$ cat config.mk
export PLATFORM = sky130hd
export DESIGN_NAME = multicycle_control
export DESIGN_NICKNAME = d
export VERILOG_FILES = /design/src/rtl/riscv_mc_pkg.sv /design/src/rtl/mc_state_decoder.sv /design/src/rtl/multicycle_control.sv
export SDC_FILE = /design/constraint.sdc
export NUM_CORES = 1
export LEC_CHECK = 0
export ABC_CLOCK_PERIOD_IN_PS = 1500
export CORE_AREA = 4 4 57 59
export CTS_CLUSTER_SIZE = 12
export DETAILED_ROUTE_END_ITERATION = 10
export DIE_AREA = 0 0 61 63
export HOLD_SLACK_MARGIN = 0.05
export MAX_ROUTING_LAYER = met4
export PLACE_DENSITY = 0.74
export SETUP_SLACK_MARGIN = 0.02
export SLEW_MARGIN = 20
export SYNTH_ARGS = -nofsm -noshare
export SYNTH_HDL_FRONTEND = slang
export SYNTH_SLANG_ARGS = --single-unit
$ cat constraint.sdc
create_clock -name clk -period 1.5 [get_ports clk]
set_input_delay 0.3 -clock clk [delete_from_list [all_inputs] [get_ports clk]]
set_output_delay 0.3 -clock clk [all_outputs]
set_load 0.05 [all_outputs]
$ cat src/rtl/riscv_mc_pkg.sv
// Shared definitions for the multicycle RISC-V control FSM: state enum,
// opcode constants, ALU-op codes, mux-select encodings and the control bundle.
package riscv_mc_pkg;

   typedef enum logic [3:0] {
      S_FETCH,
      S_DECODE,
      S_EXEC_R,
      S_EXEC_I,
      S_LUI,
      S_ALU_WB,
      S_MEM_ADDR,
      S_MEM_RD,
      S_MEM_WB,
      S_MEM_WR,
      S_BRANCH,
      S_JAL,
      S_JALR,
      S_ILLEGAL
   } state_e;

   // Opcode field values
   localparam logic [6:0] OPC_R      = 7'h33;
   localparam logic [6:0] OPC_I      = 7'h13;
   localparam logic [6:0] OPC_LOAD   = 7'h03;
   localparam logic [6:0] OPC_JALR   = 7'h67;
   localparam logic [6:0] OPC_LUI    = 7'h37;
   localparam logic [6:0] OPC_JAL    = 7'h6F;
   localparam logic [6:0] OPC_STORE  = 7'h23;
   localparam logic [6:0] OPC_BRANCH = 7'h63;

   // ALU operation classes
   localparam logic [2:0] ALU_R   = 3'd0;
   localparam logic [2:0] ALU_I   = 3'd1;
   localparam logic [2:0] ALU_U   = 3'd2;
   localparam logic [2:0] ALU_ADD = 3'd3;
   localparam logic [2:0] ALU_B   = 3'd4;

   // ALU A-input select
   localparam logic [1:0] SRCA_PC     = 2'd0;
   localparam logic [1:0] SRCA_RS1    = 2'd1;
   localparam logic [1:0] SRCA_OLD_PC = 2'd2;

   // ALU B-input select
   localparam logic [1:0] SRCB_RS2  = 2'd0;
   localparam logic [1:0] SRCB_FOUR = 2'd1;
   localparam logic [1:0] SRCB_IMM  = 2'd2;

   // Register write-back select
   localparam logic [1:0] M2R_ALUOUT = 2'd0;
   localparam logic [1:0] M2R_MDR    = 2'd1;
   localparam logic [1:0] M2R_PC     = 2'd2;

   // PC source select
   localparam logic PCSRC_ALU    = 1'b0;
   localparam logic PCSRC_ALUOUT = 1'b1;

   // Moore control bundle. The *_rdy fields are strobes that only fire when
   // the memory reports ready; the top qualifies them with mem_ready.
   typedef struct packed {
      logic       pc_write;
      logic       pc_write_rdy;
      logic       pc_write_cond;
      logic       pc_src;
      logic       i_or_d;
      logic       ir_write_rdy;
      logic       mem_read;
      logic       mem_write;
      logic [1:0] mem_to_reg;
      logic       reg_write;
      logic [1:0] alu_src_a;
      logic [1:0] alu_src_b;
      logic [2:0] alu_op;
      logic       retire;
      logic       retire_rdy;
      logic       illegal;
   } ctrl_t;

endpackage

$ cat src/rtl/mc_state_decoder.sv
// Pure state-to-control mapping for the multicycle control FSM.
module mc_state_decoder
   import riscv_mc_pkg::*;
(
   input  state_e state_i,
   output ctrl_t  ctrl_o
);

   // Each state lists only its asserted strobes; everything else stays 0.
   always_comb begin
      ctrl_o = '0;
      case (state_i)
         S_FETCH: begin
            ctrl_o.mem_read     = 1'b1;
            ctrl_o.i_or_d       = 1'b0;
            ctrl_o.alu_src_a    = SRCA_PC;
            ctrl_o.alu_src_b    = SRCB_FOUR;
            ctrl_o.alu_op       = ALU_ADD;
            ctrl_o.ir_write_rdy = 1'b1;
            ctrl_o.pc_write_rdy = 1'b1;
            ctrl_o.pc_src       = PCSRC_ALU;
         end
         S_DECODE: begin
            ctrl_o.alu_src_a = SRCA_OLD_PC;
            ctrl_o.alu_src_b = SRCB_IMM;
            ctrl_o.alu_op    = ALU_ADD;
         end
         S_EXEC_R: begin
            ctrl_o.alu_src_a = SRCA_RS1;
            ctrl_o.alu_src_b = SRCB_RS2;
            ctrl_o.alu_op    = ALU_R;
         end
         S_EXEC_I: begin
            ctrl_o.alu_src_a = SRCA_RS1;
            ctrl_o.alu_src_b = SRCB_IMM;
            ctrl_o.alu_op    = ALU_I;
         end
         S_LUI: begin
            ctrl_o.alu_src_b = SRCB_IMM;
            ctrl_o.alu_op    = ALU_U;
         end
         S_ALU_WB: begin
            ctrl_o.reg_write  = 1'b1;
            ctrl_o.mem_to_reg = M2R_ALUOUT;
            ctrl_o.retire     = 1'b1;
         end
         S_MEM_ADDR: begin
            ctrl_o.alu_src_a = SRCA_RS1;
            ctrl_o.alu_src_b = SRCB_IMM;
            ctrl_o.alu_op    = ALU_ADD;
         end
         S_MEM_RD: begin
            ctrl_o.i_or_d   = 1'b1;
            ctrl_o.mem_read = 1'b1;
         end
         S_MEM_WB: begin
            ctrl_o.reg_write  = 1'b1;
            ctrl_o.mem_to_reg = M2R_MDR;
            ctrl_o.retire     = 1'b1;
         end
         S_MEM_WR: begin
            ctrl_o.i_or_d     = 1'b1;
            ctrl_o.mem_write  = 1'b1;
            ctrl_o.retire_rdy = 1'b1;
         end
         S_BRANCH: begin
            ctrl_o.alu_src_a     = SRCA_RS1;
            ctrl_o.alu_src_b     = SRCB_RS2;
            ctrl_o.alu_op        = ALU_B;
            ctrl_o.pc_write_cond = 1'b1;
            ctrl_o.pc_src        = PCSRC_ALUOUT;
            ctrl_o.retire        = 1'b1;
         end
         S_JAL: begin
            ctrl_o.pc_write   = 1'b1;
            ctrl_o.pc_src     = PCSRC_ALUOUT;
            ctrl_o.reg_write  = 1'b1;
            ctrl_o.mem_to_reg = M2R_PC;
            ctrl_o.retire     = 1'b1;
         end
         S_JALR: begin
            ctrl_o.alu_src_a  = SRCA_RS1;
            ctrl_o.alu_src_b  = SRCB_IMM;
            ctrl_o.alu_op     = ALU_ADD;
            ctrl_o.pc_write   = 1'b1;
            ctrl_o.pc_src     = PCSRC_ALU;
            ctrl_o.reg_write  = 1'b1;
            ctrl_o.mem_to_reg = M2R_PC;
            ctrl_o.retire     = 1'b1;
         end
         S_ILLEGAL: begin
            ctrl_o.illegal = 1'b1;
         end
         default: ctrl_o = '0;
      endcase
   end

endmodule

$ cat src/rtl/multicycle_control.sv
// Multicycle RISC-V control unit: state register, latched opcode, memory-ready
// qualification and reset gating around the Moore state decoder.
module multicycle_control
   import riscv_mc_pkg::*;
#(
   parameter int ALU_OP_WIDTH = 3,
   parameter bit MEM_WAIT_EN  = 1'b1
) (
   input  logic                    clk,
   input  logic                    reset,
   input  logic [6:0]              OP_i,
   input  logic                    mem_ready_i,
   output logic                    pc_write_o,
   output logic                    pc_write_cond_o,
   output logic                    pc_src_o,
   output logic                    i_or_d_o,
   output logic                    ir_write_o,
   output logic                    mem_read_o,
   output logic                    mem_write_o,
   output logic [1:0]              mem_to_reg_o,
   output logic                    reg_write_o,
   output logic [1:0]              alu_src_a_o,
   output logic [1:0]              alu_src_b_o,
   output logic [ALU_OP_WIDTH-1:0] alu_op_o,
   output logic                    retire_o,
   output logic                    illegal_o
);

   state_e     state_q, state_d;
   logic [6:0] op_q, op_d;
   logic       ready;
   ctrl_t      ctrl;

   // With waiting disabled the memory is assumed to always complete in one cycle.
   assign ready = MEM_WAIT_EN ? mem_ready_i : 1'b1;

   mc_state_decoder u_dec (
      .state_i (state_q),
      .ctrl_o  (ctrl)
   );

   // Next-state and opcode-latch logic; OP_i is only looked at in DECODE.
   always_comb begin
      state_d = state_q;
      op_d    = op_q;
      case (state_q)
         S_FETCH: if (ready) state_d = S_DECODE;
         S_DECODE: begin
            op_d = OP_i;
            case (OP_i)
               OPC_R:                state_d = S_EXEC_R;
               OPC_I:                state_d = S_EXEC_I;
               OPC_LOAD, OPC_STORE:  state_d = S_MEM_ADDR;
               OPC_BRANCH:           state_d = S_BRANCH;
               OPC_JAL:              state_d = S_JAL;
               OPC_JALR:             state_d = S_JALR;
               OPC_LUI:              state_d = S_LUI;
               default:              state_d = S_ILLEGAL;
            endcase
         end
         S_EXEC_R, S_EXEC_I, S_LUI: state_d = S_ALU_WB;
         S_ALU_WB, S_MEM_WB, S_BRANCH, S_JAL, S_JALR: state_d = S_FETCH;
         S_MEM_ADDR: state_d = (op_q == OPC_LOAD) ? S_MEM_RD : S_MEM_WR;
         S_MEM_RD:   if (ready) state_d = S_MEM_WB;
         S_MEM_WR:   if (ready) state_d = S_FETCH;
         S_ILLEGAL:  state_d = S_ILLEGAL;
         default:    state_d = S_FETCH;
      endcase
   end

   // State and opcode registers, cleared asynchronously by reset.
   always_ff @(posedge clk or negedge reset) begin
      if (!reset) begin
         state_q <= S_FETCH;
         op_q    <= '0;
      end else begin
         state_q <= state_d;
         op_q    <= op_d;
      end
   end

   // Outputs are gated by reset directly so strobes drop the moment reset
   // asserts, even mid-cycle during a memory wait.
   always_comb begin
      pc_write_o      = reset & (ctrl.pc_write | (ctrl.pc_write_rdy & ready));
      pc_write_cond_o = reset & ctrl.pc_write_cond;
      pc_src_o        = reset & ctrl.pc_src;
      i_or_d_o        = reset & ctrl.i_or_d;
      ir_write_o      = reset & ctrl.ir_write_rdy & ready;
      mem_read_o      = reset & ctrl.mem_read;
      mem_write_o     = reset & ctrl.mem_write;
      mem_to_reg_o    = reset ? ctrl.mem_to_reg : 2'd0;
      reg_write_o     = reset & ctrl.reg_write;
      alu_src_a_o     = reset ? ctrl.alu_src_a : 2'd0;
      alu_src_b_o     = reset ? ctrl.alu_src_b : 2'd0;
      alu_op_o        = reset ? ALU_OP_WIDTH'(ctrl.alu_op) : '0;
      retire_o        = reset & (ctrl.retire | (ctrl.retire_rdy & ready));
      illegal_o       = reset & ctrl.illegal;
   end

endmodule

==> Implementation_results.wiki <==
{| class="wikitable"
! Metric !! Value
|-
| Startpoint of the most critical register-to-register path || state_q[0]
|-
| Number of buffers inserted by port buffering || 28
|-
| Antenna violations before repair || 0
|-
| Cell count of the worst reg-to-reg path || 6
|-
| Mapped cell area || 0.00105 mm²
|-
| Fin. Hold Viols || 0
|-
| P&R area growth vs syn || 119%
|-
| Cell area power density || 1880 mW/mm²
|-
| Routed length per instance || 22.0 µm
|-
| Top cells by count, synth || 17 x nor2_1, 11 x a21oi_1, 11 x dfrtp_1, 9 x nand2_1
|-
| Worst r2r dst || op_q[4]
|-
| Slew Limit Headroom || 72.1%
|-
| Leakage power summed over all cells || 0.939 nW
|-
| Critical path data arrival time || 1.65 ns
|-
| Number of antenna repair diodes || 0
|-
| Count of different cell masters after synthesis || 45
|-
| Worst clock skew || 0.00356 ns
|-
| Root cell of the clock tree || clkbuf_4
|-
| Startpoint type of the worst setup path || flop
|-
| Fmax || 512 MHz
|-
| Global-route usage over all layers || 25.1%
|-
| Class of the most critical hold timing path || input pin to async pin
|-
| Worst slew pin tran || 0.413 ns
|-
| Storage element area || 280 µm²
|-
| Critical Path Fanout Max || 6
|-
| Async set-reset flop share out of synthesis || 100%
|-
| Detailed placement HPWL || 3090 µm
|-
| Initial core utilization || 38.7%
|-
| Average cell area after synthesis || 7.66 µm²
|-
| Worst-Skew Late Latency || 0.28 ns
|-
| Setup slack, reg-to-reg || -0.25 ns
|-
| Number of setup violations in the final report || 30
|-
| Global-route wire length before repair || 7190 µm
|-
| Row cnt || 19
|-
| RSZ-0062 raised after global routing || yes
|-
| Number of nets with antenna violations after routing || 0
|-
| Yosys reg bits || 11
|-
| Biggest area consumer among synthesized cells || dfrtp_1
|-
| Max capacitance violation total || 0
|-
| Width of the die || 61 µm
|-
| Total design power || 4.33 mW
|-
| Setup WS post-layout || -0.452 ns
|-
| Number of hold buffers added after cts || 0
|-
| CTS Sinks || 11
|-
| Violation count after the first detailed-route iteration || 132
|-
| Number of top-level pins || 29
|-
| Sequential-to-total area share from yosys stat || 26.2%
|-
| Crit path capture type || output port
|-
| CTS tree || yes
|-
| Violated checks || setup timing
|-
| Yosys warnings || 0
|-
| Length of the first detailed-routing pass in iterations || 4
|-
| Outcome || complete, but fails checks
|-
| Total via count after detailed routing || 1485
|-
| Kind of critical path || flop to output port
|-
| Height of the die || 63 µm
|-
| Full die area || 0.00384 mm²
|-
| Delay contributed by the slowest stage of the critical path || 0.47 ns
|-
| Filler cell count in the final layout || 130
|-
| Placer congestion estimate || 0.951
|-
| Area share of the largest cell type after synthesis || 26.2%
|-
| Via count of the first global-routing pass || 1540
|-
| Total number of H-tree levels || 1
|-
| Overflow after GRT || 0
|-
| Synthesized instance count || 137
|-
| Critical Path, Cell by Cell || buf_6, nor2b_4, a21oi_2, o22a_1, nor2_4, buf_12
|-
| Post-route DRC || 0
|-
| Area of the multi-input gates || 0.00101 mm²
|-
| Placement Setup Slack || -0.441 ns
|-
| Part of the cycle the worst path needs || 130%
|-
| Critical path required time || 1.20 ns
|-
| Std-Cell Core Area || 0.00271 mm²
|-
| Layout net count || 220
|-
| Number of flops mapped to enable cells by yosys || 0
|-
| CTS max path bufs || 2
|-
| Commonest register cell after synthesis || dfrtp_1
|-
| Post-route minimum period || 1.95 ns
|-
| Maximum number of pins on one net before global-route repair || 12
|-
| Most common cell in the synthesized netlist || nor2_1
|-
| CTS buffer count || 3
|-
| Clock-pin slew on the worst setup and hold paths || 0.07 ns
|-
| Largest voltage drop on the vdd net || 1630 µV
|-
| Slew Viols, Final || 0
|-
| Proportion of layout cells with a drive suffix above 1 || 65.1%
|-
| Largest cells by area after synthesis || dfrtp_1 26%, mux2_2 6.4%, nor2_1 6.1%, a21oi_1 5.2%, nand2b_1 4.2%
|-
| Nets in the synthesized netlist || 147
|-
| Crit-path slowest cell || dfrtp_2
|-
| Total wirelength of the detailed-routed design || 5280 µm
|-
| Avg Vias per Cell || 6.19
|}
cell type report:
class / instances / area share [%]
multi-input combinational: 110 / 44.0
tap: 31 / 1.69
clock buffer: 4 / 1.14
inverter: 4 / 0.979
sequential: 11 / 12.2
timing repair buffer: 80 / 40.0
what timing repair did:
item                       in CTS  in global routing
resized for setup              31                 27
buffers inserted                7                  4
setup endpoints to repair      30                 30
hold endpoints to repair        0                  0
pin swaps                      13                 12
kinds of logic after synthesis:
kind of cell / share of synthesized area (%)
xor+xnor: 0.834
compound gates: 23.5
flops: 26.2
mux: 9.42
buf+inv: 8.22
simple gates: 31.8
stage by stage:
step                      area (µm²)  std cells  hold slack, ns  setup TNS [ns]  util (%)
after global routing            2300        240           0.275          -10.49      84.9
after CTS                       2160        237           0.250           -7.14      79.6
after global placement          1990        226           0.463           -6.19      73.3
after detailed placement        1990        226           0.492           -7.64      73.3
after floorplan                 1250        137         0.00441           -1.19         -
final                           2300        240           0.256           -9.20      84.9
power breakdown:
part | internal [mW] | total, mW | switching (mW) | leakage [nW]
logic | 1.67 | 3.51 | 1.84 | 0.797
registers | 0.446 | 0.614 | 0.168 | 0.127
clock network | 0.103 | 0.208 | 0.104 | 0.0150
total | 2.22 | 4.33 | 2.11 | 0.939
sequential cells by signal (all words and copies together) (netlist names):
| name | flops |
|---|---|
| state_q | 4 |
| op_q | 7 |
worst max-delay path, delay by kind of cell, from the launching register on:
kind                   cells  cell delay, ns
AOI/OAI and AO/OA          2            0.30
buffers and inverters      2            0.30
DFF                        1            0.47
and+or+nand+nor            2            0.30
per-layer routing:
layer | GRT usage [%] | routed length [µm]
met3 | 4.34 | 406
met1 | 27.6 | 1840
met4 | 12.5 | 346
met5 | - | 0
met2 | 42.1 | 2690
how the worst max path moves through the flow:
stage / startpoint / to / slack [ns]
2_1_floorplan: state_q[2] / mem_read_o / -0.33
3_3_place_gp: reset / alu_op_o[1] / -0.35
3_5_place_dp: reset / pc_write_o / -0.44
4_1_cts: state_q[0] / alu_op_o[0] / -0.38
5_1_grt: state_q[2] / alu_op_o[0] / -0.50
6_report: state_q[2] / alu_op_o[0] / -0.45
cells in the final DEF, fill, tap and decap left out, types with 6 or more instances in the layout:
master	instances
buf_4	39
nand2b_1	6
nor2_1	8
buf_12	20
dfrtp_1	7
a21oi_1	6
nor2_4	8
mux2_2	6
buf_6	12
(Power assumes the default switching activity.)
